<file path="config.mk">
export PLATFORM = sky130hd
export DESIGN_NAME = shift_cmd_sequencer
export DESIGN_NICKNAME = d
export VERILOG_FILES = /design/src/rtl/shift_seq_pkg.sv /design/src/rtl/shift_cmd_buf.sv /design/src/rtl/shift_cmd_sequencer.sv
export SDC_FILE = /design/constraint.sdc
export NUM_CORES = 1
export LEC_CHECK = 0
export CORE_UTILIZATION = 40
export CTS_CLUSTER_DIAMETER = 150
export DETAILED_ROUTE_END_ITERATION = 6
export PLACE_DENSITY = 0.78
export SYNTH_ARGS = -nofsm -noshare
export SYNTH_HDL_FRONTEND = slang
export SYNTH_SLANG_ARGS = --single-unit
</file>
<file path="constraint.sdc">
create_clock -name clk -period 3.7 [get_ports clk]
set_input_delay 0.74 -clock clk [delete_from_list [all_inputs] [get_ports clk]]
set_output_delay 0.74 -clock clk [all_outputs]
set_load 0.03 [all_outputs]
</file>
<file path="src/rtl/shift_seq_pkg.sv">
// ----------------------------------------------------------------------------
// shift_seq_pkg
//   Shared definitions for the shift command sequencer and anything that talks
//   to the universal shifter's mode input.
//   - MODE_*  : shifter mode encodings (hold / right / left / load)
//   - state_t : sequencer FSM state encoding (S_IDLE, S_LOAD, S_SHIFT, S_DONE)
//   - dir_mode: maps a shift direction bit onto the matching shifter mode
// ----------------------------------------------------------------------------
package shift_seq_pkg;

    localparam logic [1:0] MODE_HOLD  = 2'b00;
    localparam logic [1:0] MODE_RIGHT = 2'b01;
    localparam logic [1:0] MODE_LEFT  = 2'b10;
    localparam logic [1:0] MODE_LOAD  = 2'b11;

    typedef enum logic [1:0] {
        S_IDLE  = 2'd0,
        S_LOAD  = 2'd1,
        S_SHIFT = 2'd2,
        S_DONE  = 2'd3
    } state_t;

    // dir = 0 shifts right, dir = 1 shifts left.
    function automatic logic [1:0] dir_mode(input logic dir);
        return dir ? MODE_LEFT : MODE_RIGHT;
    endfunction

endpackage

</file>
<file path="src/rtl/shift_cmd_buf.sv">
// ----------------------------------------------------------------------------
// shift_cmd_buf
//   One-entry command holding register between the command port and the
//   sequencer FSM. A push and a pop in the same cycle leave the entry full
//   with the newly pushed command.
// Ports
//   clk, reset  : rising-edge clock, synchronous active-high reset (flushes)
//   in_valid    : push in_data this cycle; caller only pushes when the entry
//                 is empty or is being popped in the same cycle
//   in_data     : command word to store
//   out_valid   : entry holds a command (also the "full" flag)
//   out_ready   : consumer takes the entry this cycle (ignored when empty)
//   out_data    : stored command word
// ----------------------------------------------------------------------------
module shift_cmd_buf #(
    parameter int W = 9
) (
    input  logic         clk,
    input  logic         reset,
    input  logic         in_valid,
    input  logic [W-1:0] in_data,
    output logic         out_valid,
    input  logic         out_ready,
    output logic [W-1:0] out_data
);

    logic         full_q;
    logic [W-1:0] data_q;

    always_ff @(posedge clk) begin
        if (reset) begin
            full_q <= 1'b0;
            data_q <= '0;
        end else if (in_valid) begin
            full_q <= 1'b1;
            data_q <= in_data;
        end else if (out_ready && full_q) begin
            full_q <= 1'b0;
        end
    end

    assign out_valid = full_q;
    assign out_data  = data_q;

endmodule

</file>
<file path="src/rtl/shift_cmd_sequencer.sv">
// ----------------------------------------------------------------------------
// shift_cmd_sequencer
//   Accepts "optionally load a value, then shift N places left/right" commands
//   and drives the universal shifter's mode/data_in one step per cycle.
//   Finishes each command with a one-cycle done pulse.
//
// Handshake: a command transfers on a rising clk edge where cmd_valid and
//   cmd_ready are both high. cmd_* are sampled only on that edge; the source
//   may change them freely at any other time. cmd_ready never depends on
//   cmd_valid.
//
// Ports
//   clk        : rising-edge clock, shared with the shifter
//   reset      : synchronous, active-high; aborts any command in flight
//   cmd_valid  : command present
//   cmd_ready  : sequencer can accept a command
//   cmd_load   : 1 = load cmd_data before shifting
//   cmd_dir    : 0 = shift right, 1 = shift left
//   cmd_data   : value to load
//   cmd_count  : number of shift cycles (0 .. 2**CNT_W-1)
//   sh_mode    : shifter mode (00 hold, 01 right, 10 left, 11 load)
//   sh_data    : shifter data_in; holds the data of the current command
//   busy       : FSM not in IDLE
//   done       : one-cycle pulse in the cycle after the last step
//   dbg_state  : current FSM state (state_t encoding)
//
// Build option: define SHIFT_CMD_QUEUE_EN to add a one-entry command buffer.
//   cmd_ready then means "buffer empty", a command can be queued while busy,
//   and DONE chains straight into the next command without an IDLE cycle.
// ----------------------------------------------------------------------------
module shift_cmd_sequencer
    import shift_seq_pkg::*;
#(
    parameter int WIDTH = 4,
    parameter int CNT_W = 3
) (
    input  logic             clk,
    input  logic             reset,
    input  logic             cmd_valid,
    output logic             cmd_ready,
    input  logic             cmd_load,
    input  logic             cmd_dir,
    input  logic [WIDTH-1:0] cmd_data,
    input  logic [CNT_W-1:0] cmd_count,
    output logic [1:0]       sh_mode,
    output logic [WIDTH-1:0] sh_data,
    output logic             busy,
    output logic             done,
    output logic [1:0]       dbg_state
);

    state_t           state;
    logic             dir_q;
    logic [CNT_W-1:0] count_q;

    // The command the FSM would start if it were free to start one now.
    logic             nxt_valid;
    logic             nxt_load;
    logic             nxt_dir;
    logic [WIDTH-1:0] nxt_data;
    logic [CNT_W-1:0] nxt_count;

`ifdef SHIFT_CMD_QUEUE_EN
    localparam int CMD_W = 2 + WIDTH + CNT_W;

    logic             take_ok;
    logic             buf_full;
    logic [CMD_W-1:0] buf_data;

    // IDLE and DONE are the only states that can start a new command.
    assign take_ok   = (state == S_IDLE) || (state == S_DONE);
    assign cmd_ready = !buf_full && !reset;

    // With the buffer empty and the FSM free, an accepted command bypasses the
    // buffer so the first step still lands in the cycle after the accept.
    // Otherwise it is parked in the buffer until the current command ends.
    shift_cmd_buf #(
        .W(CMD_W)
    ) u_buf (
        .clk      (clk),
        .reset    (reset),
        .in_valid (cmd_valid && cmd_ready && !take_ok),
        .in_data  ({cmd_load, cmd_dir, cmd_data, cmd_count}),
        .out_valid(buf_full),
        .out_ready(take_ok),
        .out_data (buf_data)
    );

    always_comb begin
        nxt_valid = buf_full || (cmd_valid && cmd_ready);
        {nxt_load, nxt_dir, nxt_data, nxt_count} = buf_full ? buf_data
                                               : {cmd_load, cmd_dir, cmd_data, cmd_count};
    end
`else
    assign cmd_ready = (state == S_IDLE) && !reset;

    always_comb begin
        nxt_valid = cmd_valid && cmd_ready;
        nxt_load  = cmd_load;
        nxt_dir   = cmd_dir;
        nxt_data  = cmd_data;
        nxt_count = cmd_count;
    end
`endif

    // FSM with registered outputs: sh_mode/busy/done are written together with
    // the state they belong to, so they always reflect the current state.
    always_ff @(posedge clk) begin
        if (reset) begin
            state   <= S_IDLE;
            dir_q   <= 1'b0;
            count_q <= '0;
            sh_mode <= MODE_HOLD;
            sh_data <= '0;
            busy    <= 1'b0;
            done    <= 1'b0;
        end else begin
            done <= 1'b0;
            case (state)
                // Without the buffer nxt_valid is never set in DONE, so DONE
                // always falls back to IDLE in that build.
                S_IDLE, S_DONE: begin
                    if (nxt_valid) begin
                        dir_q   <= nxt_dir;
                        count_q <= nxt_count;
                        sh_data <= nxt_data;
                        busy    <= 1'b1;
                        if (nxt_load) begin
                            state   <= S_LOAD;
                            sh_mode <= MODE_LOAD;
                        end else if (nxt_count != '0) begin
                            state   <= S_SHIFT;
                            sh_mode <= dir_mode(nxt_dir);
                        end else begin
                            state   <= S_DONE;
                            sh_mode <= MODE_HOLD;
                            done    <= 1'b1;
                        end
                    end else begin
                        state   <= S_IDLE;
                        sh_mode <= MODE_HOLD;
                        busy    <= 1'b0;
                    end
                end

                S_LOAD: begin
                    if (count_q != '0) begin
                        state   <= S_SHIFT;
                        sh_mode <= dir_mode(dir_q);
                    end else begin
                        state   <= S_DONE;
                        sh_mode <= MODE_HOLD;
                        done    <= 1'b1;
                    end
                end

                // count_q holds the shifts still to issue, including this one.
                S_SHIFT: begin
                    count_q <= count_q - 1'b1;
                    if (count_q == 1) begin
                        state   <= S_DONE;
                        sh_mode <= MODE_HOLD;
                        done    <= 1'b1;
                    end
                end

                default: begin
                    state   <= S_IDLE;
                    sh_mode <= MODE_HOLD;
                    busy    <= 1'b0;
                end
            endcase
        end
    end

    assign dbg_state = state;

endmodule

</file>
# [Yosys cells after proc, flatten, opt, wreduce, memory -nomap -nowiden]
# Cells that the tools add are included.
[word_totals] regBits=14 wordCells=47 output_inout_bits=11 in_bits=12
[classes] eq_ne=6 reduce_logical=10 mux=23 add_sub_neg=1
[ops] cell="2-bit 2-to-1 mux" count=10
[ops] cell="2-bit case mux with 3 select lines" count=2
[ops] cell="1-bit 2-to-1 mux" count=8
[ops] cell="3-bit case mux with 2 select lines" count=1
[ops] cell="3-bit nonzero test" count=2
[ops] cell="2-bit == test (second input constant)" count=2
[ops] cell="2-bit != test (second input constant)" count=2
[ops] cell="2-bit AND reduction" count=2
[ops] cell="3-bit by 1-bit == test with 1-bit output (second input constant)" count=1
[ops] cell="3-bit 2-to-1 mux" count=1
[ops] cell="1-bit case mux with 3 select lines" count=1
[ops] cell="3-bit by 1-bit subtractor with 3-bit output (second input constant)" count=1
[ops] cell="2-bit by 1-bit == test with 1-bit output (second input constant)" count=1
[ops] cell="1-bit logical AND" count=2
[ops] cell="2-bit logical NOT" count=1
[ops] cell="2-bit nonzero test" count=1
[ops] cell="2-bit OR reduction" count=1
[ops] cell="1-bit logical NOT" count=1

# [Longest topological paths before layout]
# Gate-level depths: netlist of the first run.
[depth] depth_word=5 depth_mapped=7 mapped_depth_nobuf=5

# [Worst setup path before layout of the first run]
# No wires, ideal clock.
[synth_timing] path_type="input to output" from="input reset" to="output cmd_ready" t_arrival_ps=1324 n_path_buf=1 path_slack_ps=1636 cell_stages=2 t_required_ps=2960 path_cell_list="buf_6 -> nor2b_1"
[synth_via] elab_chain_len=2
[synth_rtl] element="from (decl)" line="shift_cmd_sequencer.sv:38" rtl="input logic reset,"
[synth_rtl] element="1-bit logical NOT" line="shift_cmd_sequencer.sv:95" rtl="assign cmd_ready = (state == S_IDLE) && !reset;"
[synth_rtl] element="1-bit logical AND" line="shift_cmd_sequencer.sv:95"
[synth_rtl] element="to (decl)" line="shift_cmd_sequencer.sv:40" rtl="output logic cmd_ready,"
# No other way between the ends.

# [Final worst setup path of the first run]
# Ends and elaborated chain as after synthesis.

==> results of run 1 <==
[state kept, by name, indices dropped and copies added, names as in the netlist]
signal / cells
dbg_state: 2
count_q: 3
sh_mode: 2
done: 1
busy: 1
sh_data: 4
dir_q: 1
[routing by layer]
layer,global-route usage (%),vias up,wire [um]
met5,0,-,0
met4,3.43,0,0
met3,4.62,0,64
met1,24.4,344,901
met2,30.0,16,846
li1,-,379,-
[cell usage after synthesis (all sizes together)]
master | number | area, um2
a221o | 1 | 10.0
a31o | 1 | 8.76
a22o | 1 | 8.76
nand2b | 2 | 12.5
nor2b | 6 | 37.5
and2 | 1 | 6.26
a221oi | 2 | 17.5
nand3 | 2 | 10.0
a41oi | 1 | 8.76
nor3 | 4 | 20.0
o211ai | 1 | 7.51
nor3b | 1 | 7.51
a31oi | 3 | 18.8
nand2 | 14 | 52.6
a211oi | 1 | 7.51
a21oi | 7 | 35.0
o31ai | 1 | 7.51
nor4 | 1 | 6.26
inv | 8 | 30.0
dfxtp | 14 | 280
a32oi | 1 | 8.76
a311oi | 1 | 8.76
clkbuf | 2 | 7.51
o21ai | 1 | 5.00
nand3b | 2 | 15.0
and4bb | 1 | 12.5
ha | 6 | 75.1
buf | 4 | 35.0
nand4bb | 1 | 27.5
o31a | 2 | 17.5
nor2 | 2 | 7.51
[layout make-up]
cell class | instances | area [um2]
Clock buffer | 4 | 36.3
Inverter | 8 | 30.0
Multi-Input combinational cell | 67 | 460
Fill cell | 178 | 754
Timing Repair Buffer | 23 | 228
Sequential cell | 14 | 280
Tap cell | 25 | 31.3
[logic make-up (layout without fill, tap and decap cells)]
group | Yosys count | count (layout) | synth area share (%)
AO/OA/AOI/OAI | 24 | 24 | 20.9
buffers and inverters | 14 | 35 | 8.92
AND/OR/NAND/NOR | 37 | 37 | 26.5
flip-flops | 14 | 14 | 34.5
adder cells (fa/ha/maj) | 6 | 6 | 9.23
[stage by stage]
step / instances / area, um2 / util, %
after floorplan: 95 / 813 / -
after global placement: 137 / 1030 / 56.6
after detailed placement: 137 / 1030 / 56.6
after CTS: 141 / 1070 / 58.6
after global routing: 141 / 1070 / 58.6
final: 141 / 1070 / 58.6
[worst max-delay path, delay by kind of cell]
kind | cells | cell delay [ns]
buf+inv | 3 | 1.27
simple gates | 1 | 0.18
[where the power goes]
part	internal [W]	switching [W]
Sequential	0.000190	0.0000228
Combinational	0.000170	0.000230
Clock	0.0000598	0.0000518
[how the worst min path moves through the flow]
stage / from / end / cells past startpoint
after floorplan: dir_q / dir_q / 2
after global placement: busy / busy / 2
after detailed placement: busy / busy / 2
after CTS: busy / busy / 2
after global routing: busy / busy / 2
final: sh_data[1] / sh_data[1] / 2
[cell usage in the layout (no fill, tap or decap), types with 2 or more instances in the layout]
| master | count |
|---|---|
| clkdlybuf4s50_1 | 22 |
| nand2_1 | 14 |
| dfxtp_1 | 14 |
| inv_1 | 8 |
| a21oi_1 | 7 |
| nor2b_1 | 6 |
| ha_1 | 6 |
| nor3_1 | 4 |
| a31oi_1 | 3 |
| clkbuf_4 | 3 |
| nand2b_1 | 2 |
| o31a_1 | 2 |
| nand3_1 | 2 |
| a221oi_1 | 2 |
| nor2_1 | 2 |
| nand3b_1 | 2 |
==> metrics, run 1 <==
Via density 5.24; max-cap check violation count 0; Critical Path RT 2.96 ns; Min-Delay Path Class reg2reg; layout overhead on the synthesized area 31.1%; grt ovf 0; PortBufs 22; Max stage delay on crit path 0.69 ns; Final Critical Period 2.94 ns; hold buffers post-CTS 0; Synthesized Nets 113; sequential share of the synthesized area 34.5%; drt wl/cell 12.9 um; Final setup viols 0; number of global-route vias before repair 681; clock tree buffer depth 2; nets@finish 135; Final Skew 0.00226 ns; core area 0.00182 mm2; initial antenna violation count 0; critical-path maximum fanout 18; Clk Latency, worst-skew pair 0.28 ns; Residual DRC 0; FF+latch count, synth 14; Post-Route WL 1810 um; GP Congestion 0.742; largest net degree at the start of global routing 19; Worst slew margin 69.0%; status finished clean; H-tree Lvls 1; first-pass GRT wire length 2900 um; TritonCTS clock tree done; reg-to-reg endpoint count_q[2]; Antenna Cells 0; CTS root buf clkbuf_4; CP endpoint kind primary output; cts repair resizes 0; clock-pin slew of the registers on the worst-case setup and hold paths 0.09 ns; CP max stage cell clkdlybuf4s50_1; Die H 47.1 um; via count 739; Critical Path Source Type input port; crit path cell chain clkdlybuf4s50_1 > buf_4 > nor2b_1 > clkdlybuf4s50_1; Slew Viols, Final 0; antenna-violating nets left 0; Netlist cell types 33; Reg2Reg Setup Slack 1.91 ns; Crit Path Category in2out; worst-margin pin slew 0.465 ns; crit path to cmd_ready; unrepaired setup endpoints after global routing no; Syn. warnings 0; postcts setup bufs 0; Initial Util 44.7%; Pwr per Cell Area 680 mW/mm2; Fmax achieved 340 MHz; share of cells above drive strength 1 6.90%; io pins 23; Detailed Route Iter0 Violations 8; post-DP HPWL 1300 um; final total power 0.000725 W; Tcrit/Tclk final 79.5%; Register-to-Register Path Depth 5; Post-Route Setup TNS 0 ns; R2R Path Start dbg_state[0]; Chip Width 47.1 um; syn_area_per_cell 8.56 um2; CTS Buf Count 3; Setup WS pre-CTS 0.782 ns; worst hold margin 0.461 ns; final worst slack 0.759 ns; Pleak 0.363 nW; GRT Resource Usage Total 18.3%; Syn Std Cell Area 813 um2; Final Hold Fails 0; Worst Setup SP reset; first-pass detailed-route iteration total 4; Arr. time, crit path 2.20 ns; Cell Rows 15; CTS Sinks 14; Mapped Cells 95; VDD IR-drop max 0.000494 V; most used cell, CP clkdlybuf4s50_1; die area 0.00222 mm2
(Power assumes the default switching activity.)
==> run 2: changes to the inputs <==
- clock period: 3.7 -> 2.77 ns (I/O delays scaled with it)
==> run 2 against run 1 <==
  * Sequential share of layout area rose by 0.062 points
  * Routed wire length increased by 4.2%
  * Worst setup slack improved by 0.081 ns
  * Sequential power rose by 34%
  * Total power rose by 33%
  * Clock power up 33%
  * Combinational power rose by 32%
  * Critical path type unchanged
  * Largest power group unchanged
==> metrics, run 2 (synthesis results as in run 1) <==
grt ovf 0 (unchanged); Chip Width 47.1 um (unchanged); GP Congestion 0.782 (+5.3%); worst-margin pin slew 0.637 ns (+0.172 ns); GRT Resource Usage Total 19.1% (+0.81 points); Detailed Route Iter0 Violations 14 (+6); max-cap check violation count 0 (unchanged); initial antenna violation count 0 (unchanged); Min-Delay Path Class reg2reg; Fmax achieved 518 MHz; met3 usage 7.31% (+2.7 points); first-pass detailed-route iteration total 4 (unchanged); first-pass GRT wire length 2950 um (+1.7%); Pwr per Cell Area 906 mW/mm2 (+33%); post-DP HPWL 1390 um (+6.6%); unrepaired setup endpoints after global routing no; Tcrit/Tclk final 69.7%; Pleak 0.364 nW (+0.34%); Reg with most FFs sh_data; met1 usage 26.5% (+2.1 points); PortBufs 22 (unchanged); grt met2 use 28.6% (-1.4 points); TritonCTS clock tree done; clock tree buffer depth 2 (unchanged); Post-Route WL 1890 um (+4.2%); max FFs per register 4 (unchanged); Antenna Cells 0 (unchanged); Die H 47.1 um (unchanged); share of cells above drive strength 1 7.76% (+0.86 points); antenna-violating nets left 0 (unchanged); CP max stage cell clkdlybuf4s50_1; CTS Buf Count 3 (unchanged); largest net degree at the start of global routing 16 (-3); Critical Path Source Type input port; VDD IR-drop max 0.000570 V (+15%); fillers 170 (-4.5%); most common cell after layout, fill and taps aside clkdlybuf4s50_1; Arr. time, crit path 1.38 ns (-0.82 ns); global routing's busiest layer met2; die area 0.00222 mm2 (unchanged); CTS root buf clkbuf_4; clock-pin slew of the registers on the worst-case setup and hold paths 0.09 ns (about the same); Final setup viols 0 (unchanged); most frequent cells in the layout clkdlybuf4s50_1 (21), nand2_1 (14), dfxtp_1 (14), inv_1 (8), a21oi_1 (7); core area 0.00182 mm2 (unchanged); via count 752 (+1.8%); postcts setup bufs 0 (unchanged); drt wl/cell 13.4 um (+4.2%); Initial Util 44.7% (unchanged); Final Critical Period 1.93 ns; nets@finish 135 (unchanged); number of global-route vias before repair 660 (-3.1%); H-tree Lvls 1 (unchanged); hold buffers post-CTS 0 (unchanged); Via density 5.33 (+1.8%); worst hold margin 0.462 ns (+0.00107 ns); area occupied by multi-input gates 460 um2 (unchanged); Worst slew margin 57.1% (-12 points); layout overhead on the synthesized area 30.8%; status finished clean; CTS Sinks 14 (unchanged); Cell Rows 15 (unchanged); Max stage delay on crit path 0.47 ns (-0.22 ns); Clk Latency, worst-skew pair 0.28 ns (about the same); Final Hold Fails 0 (unchanged); biggest regs sh_data: 4 flops, count_q: 3 flops; Sequential Area 280 um2 (unchanged); io pins 23 (unchanged); Crit Path Category in2out; CP endpoint kind primary output; Critical Path RT 2.22 ns (-0.74 ns); crit path cell chain clkdlybuf4s50_1 > nor2b_1 > buf_4; critical-path maximum fanout 4 (-14); Post-Route Setup TNS 0 ns (unchanged); cts repair resizes 0 (unchanged); Residual DRC 0 (unchanged); Slew Viols, Final 0 (unchanged); Final Skew 0.00711 ns (+0.00486 ns)
## run 2: path summary, 6_finish.rpt
kind                       end         start  cells after the start  slack, ns
hold / removal      sh_data[2]    sh_data[2]                      2       0.46
setup / recovery     cmd_ready         reset                      3       0.84
hold reg to reg     sh_data[2]    sh_data[2]                      2       0.46
setup reg to reg  dbg_state[0]  dbg_state[0]                      5       0.94
## run 2: area by class of cell
cell class | instances | area share, %
flip-flops and latches | 14 | 26.4
repair buffers | 23 | 21.2
multi-input cells | 67 | 43.3
inverters | 8 | 2.82
clock buffers | 4 | 3.41
well taps | 25 | 2.94
## run 2: per-layer routing
metal	vias to the layer above	wire [um]	part of all wire (%)
met3	0	125	6.6
met1	347	883	47
met5	-	0	0
met2	26	879	47
met4	0	0	0
li1	379	-	-
## run 2: report_power, final
part	total (W)	leakage (nW)	switching, W	internal, W
clock	0.000149	0.0210	0.0000691	0.0000800
sequential	0.000286	0.114	0.0000322	0.000254
combinational	0.000528	0.229	0.000305	0.000223
total	0.000963	0.364	0.000406	0.000557
## run 2: through the flow
stage / instance area, um2 / power (W) / worst slack (ns) / instances / util [%]
after floorplan: 813 / 0.000671 / 0.901 / 95 / -
after global placement: 1030 / 0.000806 / 0.674 / 137 / 56.4
after detailed placement: 1030 / 0.000815 / 0.621 / 137 / 56.4
after CTS: 1060 / 0.000969 / 0.835 / 141 / 58.4
after global routing: 1060 / 0.00104 / 0.767 / 141 / 58.4
final: 1060 / 0.000963 / 0.840 / 141 / 58.4
## run 2: worst max-delay path, delay by kind of cell
family	cells	cell delay, ns
buf+inv	2	0.65
simple gates	1	0.17
